[src/rtl/array_wr_queue_pkg.sv]
// Purpose: shared labels, default widths and the queued request type for array_wr_queue.
// Latency: n/a (declarations only).
// Backpressure: n/a.
package array_wr_queue_pkg;

  // Default geometry of the labeled storage array and its write queue.
  localparam int DATA_W_DEF = 16;
  localparam int IDX_W_DEF  = 2;
  localparam int DEPTH_DEF  = 4;
  localparam int CNT_W_DEF  = 8;

  // Request label encodings carried on in_lbl.
  localparam logic LBL_L = 1'b0;
  localparam logic LBL_H = 1'b1;

  // One queued write request at default widths; index sits above data.
  typedef struct packed {
    logic [IDX_W_DEF-1:0]  idx;
    logic [DATA_W_DEF-1:0] data;
  } wr_req_t;

endpackage

[src/rtl/array_wr_queue_mem.sv]
// Purpose: DEPTH x W request storage, one synchronous write port, one async read port.
// Latency: write lands at the clock edge; read is combinational from raddr.
// Backpressure: none; the owner decides when we is asserted.
//
// Ports:
//   clk    - clock
//   we     - write enable
//   waddr  - write slot
//   wdata  - write word
//   raddr  - read slot
//   rdata  - word stored at raddr
module array_wr_queue_mem #(
  parameter int DEPTH = 4,
  parameter int W     = 18,
  parameter int AW    = $clog2(DEPTH)
) (
  input  logic          clk,
  input  logic          we,
  input  logic [AW-1:0] waddr,
  input  logic [W-1:0]  wdata,
  input  logic [AW-1:0] raddr,
  output logic [W-1:0]  rdata
);

  // Storage is not reset: the top masks the read port whenever the queue is empty.
  logic [W-1:0] mem [DEPTH];

  always_ff @(posedge clk) begin
    if (we) begin
      mem[waddr] <= wdata;
    end
  end

  assign rdata = mem[raddr];

endmodule

[src/rtl/array_wr_queue.sv]
// Purpose: in-order write-request queue feeding the L-labeled array; H requests are dropped and counted.
// Latency: 1 cycle from accepted L request to out_*; show-ahead head, 1 request/cycle sustained.
// Backpressure: in_ready drops only when DEPTH entries are held (no bypass on pop); out_ready pops the head.
//
// Ports:
//   clk, reset          - clock, synchronous active-high reset
//   in_valid/in_ready   - request handshake
//   in_lbl              - request label (0 = L, 1 = H)
//   in_idx, in_data     - request payload, only ever stored for L requests
//   out_valid/out_ready - head handshake toward the array write port
//   out_idx, out_data   - head entry, zero when the queue is empty
//   drop_cnt, drop_err  - saturating count / sticky flag of dropped H requests
//   clr_err             - clears drop_cnt and drop_err (wins over a same-cycle drop)
module array_wr_queue
  import array_wr_queue_pkg::*;
#(
  parameter int DATA_W = DATA_W_DEF,
  parameter int IDX_W  = IDX_W_DEF,
  parameter int DEPTH  = DEPTH_DEF,
  parameter int CNT_W  = CNT_W_DEF
) (
  input  logic              clk,
  input  logic              reset,
  input  logic              in_valid,
  output logic              in_ready,
  input  logic              in_lbl,
  input  logic [IDX_W-1:0]  in_idx,
  input  logic [DATA_W-1:0] in_data,
  output logic              out_valid,
  input  logic              out_ready,
  output logic [IDX_W-1:0]  out_idx,
  output logic [DATA_W-1:0] out_data,
  output logic [CNT_W-1:0]  drop_cnt,
  output logic              drop_err,
  input  logic              clr_err
);

  localparam int PTR_W = $clog2(DEPTH);
  localparam int ENT_W = IDX_W + DATA_W;
  localparam logic [PTR_W:0]   FULL_CNT = (PTR_W+1)'(DEPTH);
  localparam logic [CNT_W-1:0] CNT_MAX  = {CNT_W{1'b1}};

  logic [PTR_W-1:0] wr_ptr;
  logic [PTR_W-1:0] rd_ptr;
  logic [PTR_W:0]   count;

  logic             accept;
  logic             push;
  logic             drop;
  logic             pop;
  logic [ENT_W-1:0] wdata;
  logic [ENT_W-1:0] rdata;

  // Both handshake flags come straight from the registered occupancy.
  assign in_ready  = (count != FULL_CNT);
  assign out_valid = (count != '0);

  // The label alone decides between enqueue and drop; payload never steers control.
  assign accept = in_valid && in_ready;
  assign push   = accept && (in_lbl == LBL_L);
  assign drop   = accept && (in_lbl == LBL_H);
  assign pop    = out_valid && out_ready;

  // Payload is forced to zero unless this is an L enqueue, so H bits never reach the storage port.
  assign wdata = push ? {in_idx, in_data} : '0;

  array_wr_queue_mem #(
    .DEPTH (DEPTH),
    .W     (ENT_W),
    .AW    (PTR_W)
  ) u_mem (
    .clk   (clk),
    .we    (push),
    .waddr (wr_ptr),
    .wdata (wdata),
    .raddr (rd_ptr),
    .rdata (rdata)
  );

  // Stale storage is hidden when empty so out_* read zero.
  assign out_idx  = out_valid ? rdata[ENT_W-1:DATA_W] : '0;
  assign out_data = out_valid ? rdata[DATA_W-1:0]     : '0;

  // Pointers wrap naturally because DEPTH is a power of two.
  always_ff @(posedge clk) begin
    if (reset) begin
      wr_ptr <= '0;
      rd_ptr <= '0;
      count  <= '0;
    end else begin
      if (push) begin
        wr_ptr <= wr_ptr + PTR_W'(1);
      end
      if (pop) begin
        rd_ptr <= rd_ptr + PTR_W'(1);
      end
      case ({push, pop})
        2'b10:   count <= count + (PTR_W+1)'(1);
        2'b01:   count <= count - (PTR_W+1)'(1);
        default: count <= count;
      endcase
    end
  end

  // Drop accounting: clr_err has priority over a drop in the same cycle.
  always_ff @(posedge clk) begin
    if (reset || clr_err) begin
      drop_cnt <= '0;
      drop_err <= 1'b0;
    end else if (drop) begin
      if (drop_cnt != CNT_MAX) begin
        drop_cnt <= drop_cnt + CNT_W'(1);
      end
      drop_err <= 1'b1;
    end
  end

endmodule

[config.mk]
export PLATFORM = sky130hd
export DESIGN_NAME = array_wr_queue
export DESIGN_NICKNAME = d
export VERILOG_FILES = /design/src/rtl/array_wr_queue_pkg.sv /design/src/rtl/array_wr_queue_mem.sv /design/src/rtl/array_wr_queue.sv
export SDC_FILE = /design/constraint.sdc
export NUM_CORES = 1
export LEC_CHECK = 0
export CORE_MARGIN = 10
export CORE_UTILIZATION = 40
export DETAILED_ROUTE_END_ITERATION = 7
export GPL_TIMING_DRIVEN = 0
export SYNTH_ARGS = -nofsm -noshare
export SYNTH_HDL_FRONTEND = slang
export SYNTH_SLANG_ARGS = --single-unit
export TNS_END_PERCENT = 10
[constraint.sdc]
create_clock -name clk -period 2.95 [get_ports clk]
set_input_delay 0.7375 -clock clk [delete_from_list [all_inputs] [get_ports clk]]
set_output_delay 0.7375 -clock clk [all_outputs]
set_load 0.01 [all_outputs]
==> metrics.cfg <==
[synth]
syn_area_sq_mm = 0.00374
avgSynthCellArea_sq_um = 15.9
netlist_instances = 235
ys_types = 35
ys_ff_latch = 90
syn_nets = 266
synth_async_sr_flop_share = 0
synth-edff-count = 72
seq_area_frac_synth = 0.674
synth_warnings = 0
synth_flop_cell = edfxtp_1

[sta]
fin_crit_ns = 2.84
whs_ns = 0.494
max_freq_ghz = 0.352
fin_worst_skew_ns = 0.00882
slew-limit-headroom = 0.369
final-max-slew-violation-count = 0
worst_slew_pin_slew_ns = 0.947
post-route-period-util = 0.962
final-hold-violation-count = 0
finalSetupViolations = 0
rsz0062_at_grt = no

[cts]
clkSinkCount = 90
cts_buffers = 9
clockBufferDepth = 2
cts_root_buf = clkbuf_8
path_clk_slew_ns = 0.08
tritoncts = built
clk_latency_ns = 0.34
htreeDepth = 3

[layout]
nFillCells = 787
drive_gt1_frac = 0.155
final_cell_count_no_fill = 414
area_growth_syn_to_layout_pct = 24.8
n_antenna_cell = 0
final_common_cell = edfxtp_1
final_core_util = 0.510
stdcell_area_sq_mm = 0.00467
finalNetCount = 329
layout_common_cells = edfxtp_1 (72), clkdlybuf4s50_1 (52), and2_1 (39), mux4_2 (18), dfxtp_1 (17)

[place]
placed_area_sq_mm = 0.00440
routabilityCongestion = 0.812
dp.cells = 398
io_buffer_count = 52
post-dp-hpwl_microns = 4590

[power]
ir_worst_vdd_mv = 0.321
power_leakage_uw = 0.00155
powerDensity_mw_per_mm2 = 739
p_total_uw = 3450

[critical_path]
cp.required_ns = 2.21
crit_fanout = 10
crit_arrival_ns = 2.10
cp-start-kind = flip-flop
criticalPathCategory = flip-flop to primary output
crit_path_end_kind = primary output

[global_route]
grt_overflow_total = 0
grt_max_degree = 19
grt_pass1_vias = 2172
gr-usage-all-layers = 0.112
antenna_found_initial = 0
grt_pass1_wl_microns = 11600

[detailed_routing]
drt_iter0_drc = 100
firstDrtPassIters = 4
vias = 2067
route.detailed.drc = 0
drt-vias-per-instance = 4.99
wl_per_cell_microns = 17.2
ant_nets = 0
routed_wl_microns = 7110

[die]
die_x_microns = 117
die-area_sq_mm = 0.0136
die_h_microns = 117
core_sq_mm = 0.00915
start_util = 0.409
io_pins = 53
rows = 35

[hold_path]
min_path_type = flip-flop to flip-flop

[flow_run]
cap_violations = 0

[status]
outcome = completed

metal layers:
layer | vias up | track usage | wire [microns]
li1 | 1004 | - | -
met1 | 1009 | 0.146 | 3240
met2 | 43 | 0.170 | 3310
met3 | 11 | 0.0380 | 449
met4 | 0 | 0.0420 | 110
met5 | - | 0 | 0
sequential cells by signal, indices dropped and copies added (netlist names), named ones only:
signal	count
wr_ptr	2
u_mem.mem	72
drop_cnt	8
count	3
rd_ptr	2
drop_err	1
repair_timing:
action,CTS,global route
hold buffers,0,0
setup buffers,1,0
gates resized for setup,10,3
endpoints found under the setup margin,47,12
cloned,0,0
critical path, cell delays in order (launching register included):
cell	delay, ns
dfxtp_1	0.35
buf_8	0.11
buf_12	0.14
mux4_2	0.51
and2_1	0.17
clkdlybuf4s50_1	0.48
logic make-up (layout without fill, tap and decap cells):
group | after synthesis | after routing | synth area share
DFF | 90 | 90 | 0.674
muxes | 20 | 20 | 0.114
and+or+nand+nor | 78 | 78 | 0.121
xor gates and xnor gates | 7 | 7 | 0.0164
AOI/OAI and AO/OA | 15 | 15 | 0.0291
buffers and inverters | 18 | 86 | 0.0197
adders and majority gates | 7 | 7 | 0.0254
cells in the mapped netlist, types with 6 or more instances:
cell type   n  area, sq um
and2_1     41          257
inv_1       8         30.0
nor2_1     15         56.3
mux4_2     18          405
clkbuf_1    7         26.3
edfxtp_1   72         2160
ha_1        6         75.1
dfxtp_1    18          360
power by group:
| part | switching, uW | total [uW] | internal, uW |
|---|---|---|---|
| clock | 427 | 907 | 481 |
| sequential | 40.3 | 1490 | 1450 |
| combinational | 455 | 1060 | 602 |
final cells by class:
| type | instances | area, sq um | area share |
|---|---|---|---|
| Buffer | 9 | 66.3 | 0.0142 |
| Clock buffer | 10 | 128 | 0.0273 |
| Clock inverter | 6 | 90.1 | 0.0193 |
| Inverter | 8 | 30.0 | 0.00643 |
| Multi-Input combinational cell | 127 | 1150 | 0.247 |
| Sequential cell | 90 | 2520 | 0.540 |
| Tap cell | 111 | 139 | 0.0297 |
| Timing Repair Buffer | 53 | 541 | 0.116 |
final timing paths:
path	startpoint	endpoint	slack, ns	cells after the start
max	flip-flop	out_data[5]	0.11	5
min	drop_err	drop_err	0.49	1
max reg2reg	count[1]	count[2]	0.24	10
min reg2reg	drop_err	drop_err	0.49	1
per-stage QoR:
stage               TNS (ns)  worst slack [ns]
finish                     0             0.112
detailed placement    -17.75            -0.501
floorplan                  0             0.579
global placement      -17.05            -0.457
CTS                        0           0.00823
global route               0           0.00123
Note: power is estimated with default switching activity, not from simulation.
